`config.mk`:
```
export PLATFORM = sky130hd
export DESIGN_NAME = seq_pair_feeder
export DESIGN_NICKNAME = d
export VERILOG_FILES = /design/src/rtl/calc_siruri_pkg.sv /design/src/rtl/seq_pair_feeder.sv
export SDC_FILE = /design/constraint.sdc
export NUM_CORES = 1
export LEC_CHECK = 0
export ABC_AREA = 1
export CORE_MARGIN = 2
export CORE_UTILIZATION = 50
export DETAILED_ROUTE_END_ITERATION = 7
export HOLD_SLACK_MARGIN = 0.06
export PLACE_DENSITY = 0.82
export RECOVER_POWER = 100
export SLEW_MARGIN = 20
export SYNTH_ARGS = -nofsm -noshare
export SYNTH_HDL_FRONTEND = slang
export SYNTH_SLANG_ARGS = --single-unit
export TNS_END_PERCENT = 100
```
`constraint.sdc`:
```
create_clock -name clk -period 1.5 [get_ports clk]
set_input_delay 0.3 -clock clk [delete_from_list [all_inputs] [get_ports clk]]
set_output_delay 0.3 -clock clk [all_outputs]
set_load 0.03 [all_outputs]
```
`src/rtl/calc_siruri_pkg.sv`:
```
// ----------------------------------------------------------------------------
// calc_siruri_pkg
// Shared constants for the sequence calculator: element and counter widths,
// and the state encoding of the pair feeder.
// ----------------------------------------------------------------------------
package calc_siruri_pkg;

  localparam int DATA_W = 8;  // element width, fixed by the compute stage
  localparam int CNT_W  = 8;  // element counter / seq_len width

  // Feeder states: no element held / previous element held.
  localparam logic [0:0] S_FIRST = 1'b0;
  localparam logic [0:0] S_PAIR  = 1'b1;

endpackage : calc_siruri_pkg

```
`src/rtl/seq_pair_feeder.sv`:
```
// ----------------------------------------------------------------------------
// seq_pair_feeder
// Accepts a last-tagged byte stream and emits registered sliding pairs
// (x[i], x[i+1]) for the compute stage. A one-element sequence emits
// (x[0], 0). Also reports the element count of each sequence on its last
// pair and a sticky flag for sequences longer than 2^CNT_W-1 elements.
// Ports:
//   clk        in   1       rising-edge clock
//   rst        in   1       synchronous active-high reset
//   in_data    in   DATA_W  sequence element
//   in_valid   in   1       in_data valid
//   in_last    in   1       in_data ends the current sequence
//   in_ready   out  1       element accepted when in_valid && in_ready
//   pair_in0   out  DATA_W  earlier element x[i]
//   pair_in1   out  DATA_W  later element x[i+1]
//   pair_valid out  1       pair valid
//   pair_last  out  1       pair is last of its sequence
//   pair_ready in   1       pair consumed when pair_valid && pair_ready
//   seq_len    out  CNT_W   element count, meaningful with pair_valid && pair_last
//   len_ovf    out  1       sticky: some sequence exceeded 2^CNT_W-1 elements
// ----------------------------------------------------------------------------
module seq_pair_feeder
  import calc_siruri_pkg::*;
#(
  parameter int DATA_W = calc_siruri_pkg::DATA_W,
  parameter int CNT_W  = calc_siruri_pkg::CNT_W
) (
  input  logic              clk,
  input  logic              rst,
  input  logic [DATA_W-1:0] in_data,
  input  logic              in_valid,
  input  logic              in_last,
  output logic              in_ready,
  output logic [DATA_W-1:0] pair_in0,
  output logic [DATA_W-1:0] pair_in1,
  output logic              pair_valid,
  output logic              pair_last,
  input  logic              pair_ready,
  output logic [CNT_W-1:0]  seq_len,
  output logic              len_ovf
);

  localparam logic [CNT_W-1:0] CNT_MAX = '1;

  logic [0:0]        state, state_nx;
  logic [DATA_W-1:0] prev;
  logic [CNT_W-1:0]  cnt, cnt_inc;
  logic              cnt_sat;
  logic              accept;
  logic              load;

  // Single output slot: an element can enter whenever the slot is empty or
  // is being drained this cycle. Independent of in_valid.
  assign in_ready = !pair_valid || pair_ready;

  // --------------------------------------------------------------------------
  // Next-state / accept logic
  // --------------------------------------------------------------------------
  always_comb begin
    // NOTE: every combinational output gets a default before any branch, so
    // no path leaves it unassigned and no latch is inferred.
    accept   = in_valid && in_ready;
    cnt_sat  = (cnt == CNT_MAX);
    cnt_inc  = cnt_sat ? CNT_MAX : cnt + CNT_W'(1);
    // A pair is produced by every accept in S_PAIR, and by a lone last
    // element in S_FIRST.
    load     = accept && ((state == S_PAIR) || in_last);
    state_nx = state;
    if (accept) begin
      state_nx = in_last ? S_FIRST : S_PAIR;
    end
  end

  // --------------------------------------------------------------------------
  // State, previous element, element counter, overflow flag
  // --------------------------------------------------------------------------
  // NOTE: sequential state uses non-blocking assignments only, so every
  // register samples the pre-edge values regardless of block ordering.
  always_ff @(posedge clk) begin
    if (rst) begin
      state   <= S_FIRST;
      prev    <= '0;
      cnt     <= '0;
      len_ovf <= 1'b0;
    end else begin
      state <= state_nx;
      if (accept) begin
        if (state == S_FIRST) begin
          cnt <= CNT_W'(1);
          if (!in_last) begin
            prev <= in_data;
          end
        end else begin
          prev <= in_data;
          cnt  <= in_last ? '0 : cnt_inc;
          // An accept with the counter already at max would exceed it.
          if (cnt_sat) begin
            len_ovf <= 1'b1;
          end
        end
      end
    end
  end

  // --------------------------------------------------------------------------
  // Output pair registers: load when free or being consumed, else hold
  // --------------------------------------------------------------------------
  always_ff @(posedge clk) begin
    if (rst) begin
      pair_in0   <= '0;
      pair_in1   <= '0;
      pair_valid <= 1'b0;
      pair_last  <= 1'b0;
      seq_len    <= '0;
    end else if (load) begin
      // load implies accept, which implies the slot is free or draining.
      pair_in0   <= (state == S_PAIR) ? prev : in_data;
      pair_in1   <= (state == S_PAIR) ? in_data : '0;
      pair_valid <= 1'b1;
      pair_last  <= in_last;
      if (in_last) begin
        seq_len <= (state == S_PAIR) ? cnt_inc : CNT_W'(1);
      end
    end else if (pair_ready) begin
      pair_valid <= 1'b0;
    end
  end

endmodule : seq_pair_feeder

```
Word level (Yosys, flattened, before mapping)
Index checks and enable logic that the tools add are counted. Widths: inputs -> output; s select.

Output and inout port bits: 28. Word-level logic and storage cells: 32. Register bits: 44. Input bits: 13.

Multiplexer cells: 11. Equality and inequality tests: 2. $add $sub $neg: 1. Reduce and logical (&&, ||, !) cells: 9.

Operators with widths (number): $mux 8 (8); $add 8x1->8 const B (1); $eq 8x8->1 const B (1); $reduce_and 2->1 (2); $mux 1 (3); $reduce_and 3->1 (1); $logic_and 1x1->1 (2); $logic_or 1x1->1 (2); $ne 2x1->1 const B (1); $reduce_bool 2->1 (1); $logic_not 1->1 (1).

Logic depth before layout (Yosys ltp)
Gate-level depths: netlist of the first run.

Depth after elaboration: 5. Gate-level depth with buffers: 11. Mapped depth without buffers: 10.

Worst setup path before layout of the first run
No wires, ideal clock.

Path type: register to register. From: reg pair_valid. To: reg pair_in1[2]. Data arrival time: 1.521 ns. Cell stages (with the launch flop): 11. Clock period less this slack: 1.588 ns. Data required time: 1.433 ns. Buffers on the path: 2. Path slack: -0.088 ns. Setup time: 0.067 ns. Cells stage by stage: dfxtp_1 -> nand2_2 -> nand2_4 -> buf_12 -> inv_6 -> nand2_8 -> nand2_8 -> inv_6 -> buf_8 -> nand2_2 -> a21oi_2.

Cells in the longest elaborated chain, start to end: 4.

Ends and longest elaborated chain: start: declaration (RTL line seq_pair_feeder.sv:36) `output logic pair_valid,`; start signal: assignment (RTL line seq_pair_feeder.sv:112) `pair_valid <= 1'b0;`; start signal: assignment (RTL line seq_pair_feeder.sv:119) `pair_valid <= 1'b1;`; start signal: assignment (RTL line seq_pair_feeder.sv:125) `pair_valid <= 1'b0;`; $logic_not 1->1 (RTL line seq_pair_feeder.sv:54) `assign in_ready = !pair_valid || pair_ready;`; $logic_or 1x1->1 (RTL line seq_pair_feeder.sv:54); net in_ready (RTL line seq_pair_feeder.sv:33) `output logic in_ready,`; $logic_and 1x1->1 (RTL line seq_pair_feeder.sv:62) `accept = in_valid && in_ready;`; $logic_and 1x1->1 (RTL line seq_pair_feeder.sv:67) `load = accept && ((state == S_PAIR) || in_last);`; end signal: assignment (RTL line seq_pair_feeder.sv:118) `pair_in1 <= (state == S_PAIR) ? in_data : '0;`; end: declaration (RTL line seq_pair_feeder.sv:35) `output logic [DATA_W-1:0] pair_in1,`.

The timed path passes the listed nets, and every way through them passes these cells. A chain may end at the register's enable or synchronous reset.

Worst setup path in the final report of the first run
From: in pair_ready. To: out in_ready.

Cells in the longest elaborated chain, start to end: 1.

Ends and longest elaborated chain: start: declaration (RTL line seq_pair_feeder.sv:38) `input logic pair_ready,`; $logic_or 1x1->1 (RTL line seq_pair_feeder.sv:54); end: declaration (RTL line seq_pair_feeder.sv:33).

No other way between the ends.

==> results of run 1 <==
## critical path, cell delays in order
cell and delay (ns):
clkdlybuf4s50_1 0.45, inv_1 0.04, nand2_2 0.08, buf_4 0.12
buf_4 0.14
## layer usage
metal,global-route usage [%],vias to the layer above,routed length (um)
met5,0,-,0
met4,7.91,0,68
met3,5.07,7,221
met2,40.3,50,2350
met1,27.7,841,1970
li1,-,972,-
## synth_stat cells (3+ instances only)
library cell / n
o21ai_0: 25
nor2_1: 25
a21oi_1: 25
nand3_1: 24
buf_2: 3
inv_1: 13
dfxtp_1: 44
nand2_2: 3
nand2_1: 78
clkbuf_1: 5
## cell families after synthesis
| logic type | synth area share, % |
|---|---|
| buffers and inverters | 7.86 |
| adders and majority gates | 0.639 |
| and+or+nand+nor | 32.9 |
| DFF | 45.0 |
| AOI/OAI and AO/OA | 13.6 |
## state kept, by name (all words and copies together) (netlist names)
| name | cells |
|---|---|
| cnt | 8 |
| pair_in0 | 8 |
| pair_in1 | 8 |
| prev | 8 |
| seq_len | 8 |
| len_ovf | 1 |
| pair_last | 1 |
| pair_valid | 1 |
| state | 1 |
## timing repair
item	4_1_cts	5_1_grt
gates resized for setup	28	7
endpoints found under the setup margin	28	8
pin swaps	0	2
setup buffers	0	0
## per-stage QoR
step | power, mW | cells | setup slack (ns) | instance area, um^2
after CTS | 2.48 | 371 | 0.00258 | 2580
after global placement | 1.72 | 363 | -0.177 | 2520
after floorplan | 1.55 | 265 | 0.0457 | 1960
after detailed placement | 1.73 | 363 | -0.196 | 2520
after global routing | 2.58 | 371 | -0.0235 | 2580
final | 2.47 | 371 | 0.0649 | 2580
## where the power goes
| group | internal, mW | switching (mW) | leakage [nW] |
|---|---|---|---|
| registers | 1.22 | 0.0279 | 0.359 |
| logic | 0.155 | 0.263 | 0.785 |
| clock network | 0.377 | 0.424 | 0.0516 |
| total | 1.75 | 0.715 | 1.20 |
## path summary, 6_finish.rpt
path                              endpoint  depth (start not counted)  slack (ns)                     start
hold / removal    pair_in1[6]$_SDFFE_PP0P_                          2        0.46  pair_in1[6]$_SDFFE_PP0P_
hold reg to reg   pair_in1[6]$_SDFFE_PP0P_                          2        0.46  pair_in1[6]$_SDFFE_PP0P_
setup reg to reg       cnt[1]$_SDFFE_PP0P_                          9        0.14       cnt[0]$_SDFFE_PP0P_
setup / recovery                  in_ready                          5        0.06                pair_ready
## area by class of cell
cell class                      count  share of cell area (%)
Clock buffer                        6                    3.20
Multi-Input combinational cell    193                    36.3
Tap cell                           48                    2.33
Clock inverter                      2                   0.533
Timing Repair Buffer               61                    20.6
Inverter                           17                    2.86
Sequential cell                    44                    34.2
==> results.tsv, run 1 <==
metric	value	unit
status	finished clean	
Max Clock Freq	0.697	GHz
hold_buf cts	0	
Area growth syn-to-layout	31.8	%
DR iter-0 viols	140	
detail-routed via count per cell	5.04	
Startpoint Class	input port	
largest net degree at the start of global routing	21	
cts bufs inserted	5	
worst-margin pin slew	0.338	ns
sequential-to-total area share from yosys stat	45.0	%
Min-Delay Path Class	flip-flop to flip-flop	
Port Buf Inserts	40	
Util after Layout	69.4	%
setup TNS	0	ns
unrepaired setup endpoints after global routing	true	
CTS tree	built	
Fill cells	352	
Crit. End Element	output port	
initial antenna violation count	0	
antenna viol nets, final	0	
most frequent cells in the layout	nand2_1 (78), dfxtp_1 (43), dlygate4sd2_1 (27)	
H-Tree Depth	2	
Net Count, Synth	279	
Placement Rows	22	
# setup viols final	0	
top-area cell type share of the netlist area	45.0	%
GRT Resource Usage Total	23.0	%
Leak	1.20	nW
cell count after synthesis	265	
Max IR drop VDD	665	uV
crit path DAT	1.14	ns
Synth Flop Type	dfxtp_1	
Initial Utilization	52.7	%
full die area	4430	um^2
DRC	0	
Max Root-Sink Buffers	2	
Reg area	882	um^2
multi-input logic area	936	um^2
vias in the first global route	1722	
final period demand of the worst path	1.44	ns
library cells used by synthesis	25	
Final Skew	0.00821	ns
most common cell after layout, fill and taps aside	nand2_1	
Mean Syn Cell Area	7.38	um^2
ranking of synthesized cells by area	dfxtp_1 (45%), nand2_1 (15%), a21oi_1 (6.4%), o21ai_0 (6.4%), nand3_1 (6.1%)	
crit-path max FO	2	
Die Height	66.6	um
detailed-route wire length	4.62	mm
FFs w/ async S/R, synth	0	%
register bit total from synthesis	44	
layout cell share with drive strength beyond 1	15.2	%
first-pass GRT wire length	7.75	mm
clk root buf	clkbuf_8	
Clk pin slew, worst setup/hold paths	0.09	ns
Post-Syn Area	1960	um^2
Final Hold Fails	0	
Final Cycle Share	95.7	%
Initial DRT Pass Iterations	4	
CTS sink count	44	
Rel. slew slack	77.5	%
# nets final	336	
I/O pin count	41	
required time worst endpoint	1.20	ns
Overflow after GRT	0	
GPL Wtd Cong	0.833	
Vias	1870	
DR WL/cell	12.4	um
Final Max Tran Viols	0	
core footprint	3720	um^2
die width	66.6	um
EDFF count, synth	0	
cell area power density	957	nW/um^2
max_cap viols	0	
Setup CP Type	input port to output port	
ANT cells	0	
insertion delay to the later sink of the worst-skew pair	0.30	ns
Detail Placement HPWL	3.31	mm
most area-hungry cell type in the Yosys netlist	dfxtp_1	
synthesis warning total	0	
hold slack	0.463	ns
(Power assumes the default switching activity.)
==> run 2: changes to the inputs <==
Settings changed: CORE_MARGIN 2 to 8.
==> run 2 against run 1 <==
Effect of this change: global-route usage shrank 6.3 points; clock-buffer cell count rose by 1; largest power group unchanged; largest cell class unchanged; routed wire length rose by 3.7%; sequential cell count is the same.
==> results.tsv, run 2 (synthesized netlist as in run 1, its figures left out) <==
metric	value	unit	change
first-pass GRT wire length	8.42	mm	+8.6%
most frequent cells in the layout	nand2_1 (77), dfxtp_1 (43), dlygate4sd2_1 (27)		
largest net degree at the start of global routing	28		+33%
Max Clock Freq	0.698	GHz	+0.17%
Leak	1.16	nW	-2.7%
full die area	6170	um^2	+39%
initial antenna violation count	0		unchanged
Placement Rows	22		unchanged
Initial DRT Pass Iterations	4		unchanged
Final Skew	0.00398	ns	-0.00423 ns
# nets final	333		-0.89%
Min-Delay Path Class	flip-flop to flip-flop		
I/O pin count	41		unchanged
Max Root-Sink Buffers	2		unchanged
Setup WS pre-CTS	-0.198	ns	-0.00176 ns
detail-routed via count per cell	5.09		+0.98%
# setup viols final	0		unchanged
Final Hold Fails	0		unchanged
Clk pin slew, worst setup/hold paths	0.08	ns	about the same
Rel. slew slack	79.2	%	+1.6 points
GRT Resource Usage Total	16.7	%	-6.3 points
hold slack	0.461	ns	-0.00176 ns
Die Height	78.6	um	+18%
status	finished clean		
setup ws final	0.0674	ns	+0.00242 ns
DR WL/cell	13.0	um	+4.5%
Max IR drop VDD	740	uV	+11%
layout cell share with drive strength beyond 1	13.8	%	-1.4 points
Initial Utilization	52.7	%	unchanged
insertion delay to the later sink of the worst-skew pair	0.30	ns	about the same
CTS sink count	44		unchanged
cts bufs inserted	5		unchanged
setup TNS	0	ns	unchanged
required time worst endpoint	1.20	ns	about the same
ANT cells	0		unchanged
crit path DAT	1.13	ns	about the same
vias in the first global route	1906		+11%
max_cap viols	0		unchanged
cell area power density	958	nW/um^2	+0.12%
hold_buf cts	0		unchanged
most common cell after layout, fill and taps aside	nand2_1		
DR iter-0 viols	100		-29%
Final Max Tran Viols	0		unchanged
core footprint	3720	um^2	unchanged
Overflow after GRT	0		unchanged
Crit. End Element	output port		
worst-margin pin slew	0.314	ns	-0.0243 ns
Area growth syn-to-layout	30.9	%	
final period demand of the worst path	1.43	ns	-0.00242 ns
GPL Wtd Cong	0.862		+3.5%
antenna viol nets, final	0		unchanged
CTS tree	built		
detailed-route wire length	4.79	mm	+3.7%
Detail Placement HPWL	3.56	mm	+7.5%
die width	78.6	um	+18%
Port Buf Inserts	40		unchanged
crit-path max FO	2		unchanged
Vias	1873		+0.16%
Final Cycle Share	95.5	%	-0.16 points
clk root buf	clkbuf_8		
unrepaired setup endpoints after global routing	true		
reg-to-reg slack, setup	0.09	ns	-0.05 ns
post-CTS setup buffer count	0		unchanged
H-Tree Depth	2		unchanged
Setup CP Type	input port to output port		
Startpoint Class	input port		
DRC	0		unchanged
==> run 2: worst paths after layout <==
check | from | endpoint | depth (start not counted)
min reg2reg | pair_in1[7]$_SDFFE_PP0P_ | pair_in1[7]$_SDFFE_PP0P_ | 2
max | pair_ready | in_ready | 5
max reg2reg | cnt[1]$_SDFFE_PP0P_ | cnt[1]$_SDFFE_PP0P_ | 9
min | pair_in1[7]$_SDFFE_PP0P_ | pair_in1[7]$_SDFFE_PP0P_ | 2
==> run 2: layout make-up <==
class | count | area [um^2]
inverter | 17 | 73.8
timing repair buffer | 58 | 524
clock inverter | 1 | 7.51
fill | 357 | 1150
clock buffer | 7 | 86.3
tap | 48 | 60.1
sequential | 44 | 882
multi-input combinational | 193 | 927
==> run 2: metrics by stage <==
step	power, mW	cells	util (%)	instance area [um^2]
3_5_place_dp	1.73	360	67.2	2500
6_report	2.45	368	68.9	2560
2_1_floorplan	1.55	265	-	1960
5_1_grt	2.57	368	68.9	2560
4_1_cts	2.47	368	68.8	2560
3_3_place_gp	1.72	360	67.2	2500
==> run 2: repair_timing <==
item,CTS,global route
endpoints found under the setup margin,27,3
cloned,0,0
gates resized for setup,27,3
==> run 2: layer usage <==
metal | routed length [um] | track usage (%)
met3 | 196 | 4.90
met2 | 2510 | 30.5
met4 | 94 | 7.59
met5 | 0 | 0
met1 | 1990 | 17.1
==> run 2: power by group <==
part           switching [mW]  internal (mW)  total (mW)
Combinational           0.268          0.158       0.426
Sequential             0.0264           1.22        1.25
Clock                   0.406          0.374       0.780
Total                   0.700           1.75        2.45
==> run 2: worst max-delay path, stage by stage <==
cell and delay [ns]:
clkdlybuf4s50_1 0.45, inv_1 0.04, nand2_2 0.08, buf_4 0.11
buf_4 0.14
==> run 3: changes to the inputs <==
Settings changed: CORE_UTILIZATION 50 to 45, PLACE_DENSITY 0.82 to 0.79.
Clock period 1.5 ns to 1.3 ns, I/O delays scaled along.
==> run 3 against run 2 <==
Effect of this change: final cell count is 4.3% higher; highest routed layer unchanged; combinational power is 24% higher; non-clock buffer count is 11 higher; critical path depth is 3 higher; sequential power is 16% higher.
==> results.tsv, run 3 (synthesized netlist as in run 1, its figures left out) <==
metric	value	unit	change
max_cap viols	0		unchanged
# nets final	345		+3.6%
crit-path max FO	6		+4
clk root buf	clkbuf_8		
largest net degree at the start of global routing	21		-25%
Initial DRT Pass Iterations	4		unchanged
total power	2.87	mW	+17%
CP Cell Sequence	ha_4, nand2_4, nor2_4, nand2_4, buf_6, nand3_4, nand3_2, a21oi_2		
Setup CP Type	flip-flop to flip-flop		
required time worst endpoint	1.54	ns	+0.34 ns
Util after Layout	63.3	%	-5.6 points
status	finished clean		
slowest stage delay, CP	0.36	ns	-0.09 ns
worst r2r src	cnt[0]$_SDFFE_PP0P_		
unrepaired setup endpoints after global routing	true		
H-Tree Depth	2		unchanged
most common cell after layout, fill and taps aside	nand2_1		
GRT Resource Usage Total	16.0	%	-0.71 points
reg-to-reg slack, setup	0.03	ns	-0.06 ns
full die area	6710	um^2	+8.8%
detail-routed via count per cell	5.22		+2.5%
Final Cycle Share	97.3	%	
cell area power density	1060	nW/um^2	+11%
Die Height	81.9	um	+4.3%
Vias	2003		+6.9%
layout cell share with drive strength beyond 1	31.6	%	+18 points
vias in the first global route	1895		-0.58%
Final Max Tran Viols	0		unchanged
worst-margin pin slew	0.372	ns	+0.0580 ns
CTS tree	built		
R2R depth	8		-1
insertion delay to the later sink of the worst-skew pair	0.30	ns	about the same
Overflow after GRT	0		unchanged
Rel. slew slack	75.3	%	-3.8 points
Initial Utilization	45.9	%	-6.8 points
GPL Wtd Cong	0.865		+0.31%
Clk pin slew, worst setup/hold paths	0.08	ns	about the same
DRC	0		unchanged
Placement Rows	24		+9.1%
crit path DAT	1.50	ns	+0.37 ns
detailed-route wire length	5.30	mm	+11%
Startpoint Class	flip-flop		
hold_buf cts	0		unchanged
antenna viol nets, final	0		unchanged
most frequent cells in the layout	nand2_1 (75), dfxtp_1 (40), clkbuf_2 (25), buf_4 (25), o21ai_0 (24)		
cell mode on critical path	nand2_4		
worst r2r dst	cnt[7]$_SDFFE_PP0P_		
CP max stage cell	dfxtp_2		
DR iter-0 viols	127		+27%
# setup viols final	0		unchanged
Leak	1.20	nW	+3.3%
Max Root-Sink Buffers	2		unchanged
CTS sink count	44		unchanged
die width	81.9	um	+4.3%
Max Clock Freq	0.790	GHz	
DR WL/cell	13.8	um	+6.2%
I/O pin count	41		unchanged
Final Skew	0.00310	ns	-0.000880 ns
core footprint	4260	um^2	+15%
cts bufs inserted	5		unchanged
first-pass GRT wire length	8.46	mm	+0.49%
Port Buf Inserts	40		unchanged
Min-Delay Path Class	flip-flop to flip-flop		
Crit. End Element	flip-flop		
Max IR drop VDD	862	uV	+16%
Area growth syn-to-layout	38.0	%	
ANT cells	0		unchanged
worst setup path startpoint	cnt[0]$_SDFFE_PP0P_		
Final Hold Fails	0		unchanged
initial antenna violation count	0		unchanged
Detail Placement HPWL	3.68	mm	+3.4%
end of the critical path	cnt[7]$_SDFFE_PP0P_		
final period demand of the worst path	1.27	ns	
## run 3: metal layers
metal	routed length, um	part of all wire [%]	GRT usage, %
met1	2180	41	17.8
met2	2820	53	28.2
met3	196	3.7	4.70
met4	113	2.1	5.61
met5	0	0	0
## run 3: critical path: cells and delay by family (launching register included)
kind                     cells  cell delay (ns)
AO/OA/AOI/OAI                1             0.14
adder cells (fa/ha/maj)      1             0.16
AND/OR/NAND/NOR              5             0.42
buffers and inverters        1             0.13
flip-flops                   1             0.36
## run 3: final cells by class
class | count | area, um^2
Clock buffer | 7 | 86.3
Tap cell | 52 | 65.1
Clock inverter | 1 | 6.26
Sequential cell | 44 | 886
Timing Repair Buffer | 69 | 522
Inverter | 17 | 78.8
Multi-Input combinational cell | 194 | 1060
Fill cell | 394 | 1560
## run 3: power by group
part	internal, mW	switching [mW]	leakage (nW)
sequential	1.41	0.0358	0.360
combinational	0.193	0.335	0.793
clock	0.434	0.466	0.0488
total	2.04	0.837	1.20
## run 3: what timing repair did
action / in CTS / in global routing
resized for setup: 26 / 31
endpoints found under the setup margin: 48 / 27
pin swaps: 9 / 13
gates cloned: 1 / 0
buffers inserted: 2 / 1
## run 3: worst min path at each step
stage	slack, ns	endpoint	startpoint	cells after the start
finish	0.46	pair_in1[7]$_SDFFE_PP0P_	pair_in1[7]$_SDFFE_PP0P_	2
floorplan	0.41	pair_in1[0]$_SDFFE_PP0P_	in_data[0]	2
detailed placement	0.45	pair_in1[6]$_SDFFE_PP0P_	pair_in1[6]$_SDFFE_PP0P_	2
global route	0.49	prev[0]$_SDFFE_PP0P_	prev[0]$_SDFFE_PP0P_	2
CTS	0.46	pair_in1[6]$_SDFFE_PP0P_	pair_in1[6]$_SDFFE_PP0P_	2
global placement	0.45	pair_in1[3]$_SDFFE_PP0P_	pair_in1[3]$_SDFFE_PP0P_	2
## run 3: stage by stage
step           hold WS, ns  setup WS (ns)  TNS [ns]  area (um^2)  cells
3_3_place_gp         0.448         -0.334    -13.04         2550    373
4_1_cts              0.465       -0.00986  -0.00986         2710    384
6_report             0.460         0.0348         0         2700    384
2_1_floorplan        0.408        -0.0226    -0.186         1980    265
3_5_place_dp         0.452         -0.381    -14.20         2550    373
5_1_grt              0.486        -0.0267    -0.232         2700    384
